### src/rtl/gf_reduce_8.sv
//-----------------------------------------------------------------------------
// gf_reduce_8
//
// Reduces a 15-bit carry-less GF(2) product modulo the degree-8 polynomial
// x^8 + POLY.
//
// The reduction is done serially, one bit position per cycle. Bit positions
// 14 down to 8 are each eliminated in turn, so every operation spends exactly
// 7 cycles in BUSY, whatever the data is.
//
// Handshake
//   - A product is accepted in IDLE when in_valid=1.
//   - The result is held in DONE until out_ready=1.
//   - Throughput is one result every 9 cycles when out_ready is held high.
//
// Parameters
//   POLY       low 8 bits of the reduction polynomial; the x^8 term is
//              implicit. The default 8'h1B gives x^8 + x^4 + x^3 + x + 1.
//
// Configuration macro
//   GF_REDUCE_PROG_POLY_EN  when defined, adds the poly_in port. poly_in is
//                           captured on the accepting edge and used for that
//                           whole operation; POLY is then unused.
//
// Ports
//   clk        clock; all state changes on its rising edge
//   rst        synchronous, active-high reset
//   in_valid   in_data carries a product to reduce
//   in_ready   block can accept a product (IDLE only)
//   in_data    product, bit i = coefficient of x^i
//   out_valid  out_data holds a reduced result (DONE only)
//   out_ready  downstream accepts out_data this cycle
//   poly_in    per-operation polynomial (only with GF_REDUCE_PROG_POLY_EN)
//   out_data   in_data mod (x^8 + poly); 8'h00 whenever out_valid=0
//-----------------------------------------------------------------------------
`timescale 1ns/1ps

module gf_reduce_8 #(
    parameter logic [7:0] POLY = 8'h1B
) (
    input  logic        clk,
    input  logic        rst,
    input  logic        in_valid,
    output logic        in_ready,
    input  logic [14:0] in_data,
    output logic        out_valid,
    input  logic        out_ready,
`ifdef GF_REDUCE_PROG_POLY_EN
    input  logic [7:0]  poly_in,
`endif
    output logic [7:0]  out_data
);

    typedef enum logic [1:0] {
        IDLE = 2'd0,
        BUSY = 2'd1,
        DONE = 2'd2
    } state_t;

    state_t      state_r;
    logic [14:0] work_r;
    logic [3:0]  idx_r;
    logic        in_ready_r;
    logic        out_valid_r;
    logic [7:0]  out_data_r;
    logic [7:0]  poly_s;
    logic [14:0] step_s;

    // One elimination step.
    // If bit idx is set, XOR in the full polynomial aligned so that its x^8
    // term lands on bit idx. That clears bit idx and folds its weight into
    // the lower bits.
    function automatic logic [14:0] reduce_step(
        input logic [14:0] work,
        input logic [3:0]  idx,
        input logic [7:0]  poly
    );
        logic [14:0] mask;
        mask = {6'd0, 1'b1, poly} << (idx - 4'd8);
        if (work[idx]) begin
            reduce_step = work ^ mask;
        end else begin
            reduce_step = work;
        end
    endfunction

`ifdef GF_REDUCE_PROG_POLY_EN
    logic [7:0] poly_r;

    // Capture poly_in on the accepting edge so that later changes to it
    // cannot disturb the operation in flight.
    always_ff @(posedge clk) begin
        if (rst) begin
            poly_r <= 8'h00;
        end else if (state_r == IDLE && in_valid) begin
            poly_r <= poly_in;
        end else begin
            poly_r <= poly_r;
        end
    end

    assign poly_s = poly_r;
`else
    assign poly_s = POLY;
`endif

    // Next value of the work register for the current bit index.
    always_comb begin
        step_s = reduce_step(work_r, idx_r, poly_s);
    end

    // Control FSM together with the datapath and the registered handshake
    // and result outputs.
    always_ff @(posedge clk) begin
        if (rst) begin
            state_r     <= IDLE;
            work_r      <= 15'd0;
            idx_r       <= 4'd0;
            in_ready_r  <= 1'b1;
            out_valid_r <= 1'b0;
            out_data_r  <= 8'h00;
        end else begin
            case (state_r)
                IDLE: begin
                    if (in_valid) begin
                        work_r     <= in_data;
                        idx_r      <= 4'd14;
                        state_r    <= BUSY;
                        in_ready_r <= 1'b0;
                    end else begin
                        state_r <= IDLE;
                    end
                end

                BUSY: begin
                    work_r <= step_s;
                    // The step at idx 8 is always the last one, so BUSY
                    // has a fixed length of 7 cycles.
                    if (idx_r == 4'd8) begin
                        state_r     <= DONE;
                        out_valid_r <= 1'b1;
                        out_data_r  <= step_s[7:0];
                    end else begin
                        idx_r <= idx_r - 4'd1;
                    end
                end

                DONE: begin
                    if (out_ready) begin
                        state_r     <= IDLE;
                        in_ready_r  <= 1'b1;
                        out_valid_r <= 1'b0;
                        out_data_r  <= 8'h00;
                    end else begin
                        state_r <= DONE;
                    end
                end

                default: begin
                    state_r     <= IDLE;
                    in_ready_r  <= 1'b1;
                    out_valid_r <= 1'b0;
                    out_data_r  <= 8'h00;
                end
            endcase
        end
    end

    assign in_ready  = in_ready_r;
    assign out_valid = out_valid_r;
    assign out_data  = out_data_r;

endmodule

### config.mk
export PLATFORM = sky130hd
export DESIGN_NAME = gf_reduce_8
export DESIGN_NICKNAME = d
export VERILOG_FILES = /design/src/rtl/gf_reduce_8.sv
export SDC_FILE = /design/constraint.sdc
export NUM_CORES = 1
export LEC_CHECK = 0
export ABC_AREA = 1
export BUFFER_PORTS_ARGS = -buffer_cell sky130_fd_sc_hd__buf_2
export CAP_MARGIN = 25
export CORE_ASPECT_RATIO = 0.6
export CORE_UTILIZATION = 62
export CTS_CLUSTER_SIZE = 28
export DETAILED_ROUTE_END_ITERATION = 7
export PLACE_DENSITY = 0.85
export SLEW_MARGIN = 20
export SYNTH_ARGS = -nofsm -noshare
export SYNTH_HDL_FRONTEND = slang
export SYNTH_SLANG_ARGS = --single-unit
### constraint.sdc
create_clock -name clk -period 4 [get_ports clk]
set_input_delay 0.4 -clock clk [delete_from_list [all_inputs] [get_ports clk]]
set_output_delay 0.4 -clock clk [all_outputs]
set_load 0.005 [all_outputs]
==> metrics.txt <==
min Tclk post-route=about 2300 ps; post-CTS sizing=0; H-tree depth=2; Reg-to-Reg End=work_r[9]; aggregate global routing overflow=0; count of antenna diodes in the layout=0; average footprint of a synthesized cell=between 6 and 7 um^2; Hold Fails Final Rpt=0; worst setup slack before clock tree synthesis=about 1700 ps; endpoints failing setup=0; hold bufs inserted after CTS=0; startpoint types=flip-flop; final setup skew=approximately 6.3 ps; drt first pass iters=5; warnings from Yosys=0; wire length of the first global-routing pass=roughly 8700 um; area of the core=between 3000 and 4000 um^2; vias in the first global route=around 1800; maximum VDD drop=a little under 0.0006 V; termination of the worst setup path=work_r[9]; max-cap violation count=0; static leakage=~0.0011 uW; via total after detailed routing=2092; slack of the critical path=approximately 1700 ps; portion of the clock cycle consumed by the worst path in the final layout=just under 60%; Area Overhead vs Synth=8.67%; reg2reg path depth=10; count of clock tree sinks=31; result of the run=finished clean; clock buffer count from CTS=5; CTS Buffer Depth=2; io pins=29; proportion of register bits with asynchronous set or reset after synthesis=0%; Post-synth top flop=sky130_fd_sc_hd__dfxtp_1; CP required=roughly 4200 ps; drc violations=0; count of flip-flops with a built-in enable after synthesis=0; initial antenna violation count=0; Wirelength per Cell=between 10 and 15 um; effective utilization at floorplan=slightly below 70%; Detailed Route Iter0 Violations=about 200; count of mapped cells out of synthesis=roughly 320; post-CTS setup buffer count=0; net count after synthesis=344; vias per std cell=approximately 5.5; cell at the root of the clock tree=sky130_fd_sc_hd__clkbuf_8; synth unique cells=28; filler cell count=about 270; Reg clk slew, reported paths=70 ps; peak fanout along the critical path=17; class of the tightest hold or removal check=in -> reg; CTS tree=yes; endpoint class of the critical path=flip-flop; Post-Route WL=around 5400 um; final core utilization=74.7%; power per cell area=around 730 nW/um^2; fraction of final layout cells sized beyond drive strength 1=15.9%; achievable clock frequency=~0.43 GHz; count of input and output buffers=28; Critical R2R Launch=idx_r[0]; Die Span X=76.7 um; remaining antenna violation count after routing=0; Setup crit start=idx_r[0]; most frequent standard cell in the layout excluding fill and tap cells=sky130_fd_sc_hd__nand2_1; HPWL after detailed placement=3870 um; number of synthesized register bits=31; post-synthesis cell area=around 2100 um^2; maximum number of pins on one net before global-route repair=20; setup repair after global routing missed its margin=false; gr usage total=about a third; clock latency on the worst-skew pair=about 290 ps; setup slack of the most critical reg-to-reg path=1660 ps; arrival time reported for the critical path endpoint=2520 ps; nets@finish=366; Setup TNS=0 ps; vertical die dimension=between 40 and 50 um; sequential element share of the synthesized area=~30%; actual transition at the worst max-transition pin=671 ps; final hold slack=around 420 ps; Tot Pwr=1650 uW; final number of max-transition violations=0; Slew Limit Headroom=between 50% and 60%; Die ar.=roughly 3600 um^2; critical path start-end classification=reg -> reg; routability cong.=about 1.0; Row Count=15; top library cells by usage in the layout, fill and taps aside=sky130_fd_sc_hd__nand2_1, sky130_fd_sc_hd__nand3_1, sky130_fd_sc_hd__nor2_1, sky130_fd_sc_hd__o21ai_0, sky130_fd_sc_hd__dfxtp_1
## stage by stage
stage | instances | instance area (um^2)
after floorplan | 319 | 2080
after global placement | 376 | 2180
after detailed placement | 376 | 2180
after CTS | 382 | 2260
after global routing | 382 | 2260
final | 382 | 2260
## worst max-delay path: stages, from the launching register on
cell                      delay, ps
sky130_fd_sc_hd__dfxtp_1        710
sky130_fd_sc_hd__inv_2          240
sky130_fd_sc_hd__ha_1           360
sky130_fd_sc_hd__inv_1           60
sky130_fd_sc_hd__nand2_1         90
sky130_fd_sc_hd__o21ai_0        110
sky130_fd_sc_hd__o21ai_0        260
sky130_fd_sc_hd__xor2_1         180
sky130_fd_sc_hd__nor2_1          70
sky130_fd_sc_hd__nor2_1         110
sky130_fd_sc_hd__nor2_1          50
## area by class of cell
cell class / instances / area (um^2) / share of cell area, %
inverter: 35 / 131 / 5.82
sequential: 31 / 621 / 27.5
multi-input combinational: 240 / 1240 / 54.9
timing repair buffer: 28 / 140 / 6.21
tap: 42 / 52.6 / 2.33
clock buffer: 6 / 72.6 / 3.22
## logic make-up after synthesis
| family | synth area share [%] |
|---|---|
| buf+inv | 10.4 |
| simple gates | 34.5 |
| compound gates | 15.7 |
| xor+xnor | 5.90 |
| flops | 29.9 |
| fa+ha+maj | 3.61 |
## Yosys cell counts, types with 2 or more instances
master,count,area (um^2)
sky130_fd_sc_hd__a21oi_2,2,17.5
sky130_fd_sc_hd__nand2_1,79,297
sky130_fd_sc_hd__nand2_2,3,18.8
sky130_fd_sc_hd__xor2_1,14,123
sky130_fd_sc_hd__a211oi_1,2,15.0
sky130_fd_sc_hd__nor2_2,2,12.5
sky130_fd_sc_hd__clkbuf_1,5,18.8
sky130_fd_sc_hd__nor2_1,32,120
sky130_fd_sc_hd__o21ai_2,3,26.3
sky130_fd_sc_hd__a21oi_1,20,100
sky130_fd_sc_hd__inv_1,30,113
sky130_fd_sc_hd__buf_2,2,10.0
sky130_fd_sc_hd__nand3_2,3,30.0
sky130_fd_sc_hd__nor3_1,2,10.0
sky130_fd_sc_hd__buf_6,3,33.8
sky130_fd_sc_hd__o21ai_0,32,160
sky130_fd_sc_hd__buf_4,3,22.5
sky130_fd_sc_hd__ha_1,6,75.1
sky130_fd_sc_hd__clkinv_1,2,7.51
sky130_fd_sc_hd__nand3_1,33,165
sky130_fd_sc_hd__inv_2,3,11.3
sky130_fd_sc_hd__dfxtp_1,31,621
sky130_fd_sc_hd__nor2_4,2,22.5
## state kept, by name, indices dropped and copies added, names as in the netlist
name / cells
state_r: 2
in_ready: 1
work_r: 15
idx_r: 4
out_valid: 1
out_data: 8
## per-layer routing
layer / up-vias / track usage, % / wire length, um / share of wire [%]
met3: 7 / 6.41 / 371 / 6.9
met1: 932 / 46.1 / 2710 / 51
met5: - / 0 / 0 / 0
met4: 0 / 8.46 / 44 / 0.82
met2: 90 / 51.8 / 2230 / 42
li1: 1063 / - / - / -
## where the power goes
group	internal [uW]	switching (uW)
Clock	116	115
Sequential	408	118
Combinational	300	593
Total	823	826
## worst min-delay path by stage
| stage | end | from | slack [ps] | cells after the start |
|---|---|---|---|---|
| CTS | work_r[5] | in_data[5] | 430 | 3 |
| finish | work_r[13] | in_data[13] | 420 | 5 |
| global placement | out_valid | out_valid | 460 | 2 |
| floorplan | in_ready | in_ready | 460 | 2 |
| global route | work_r[1] | in_data[1] | 450 | 3 |
| detailed placement | in_ready | in_ready | 460 | 2 |
Note: power is estimated with default switching activity, not from simulation.
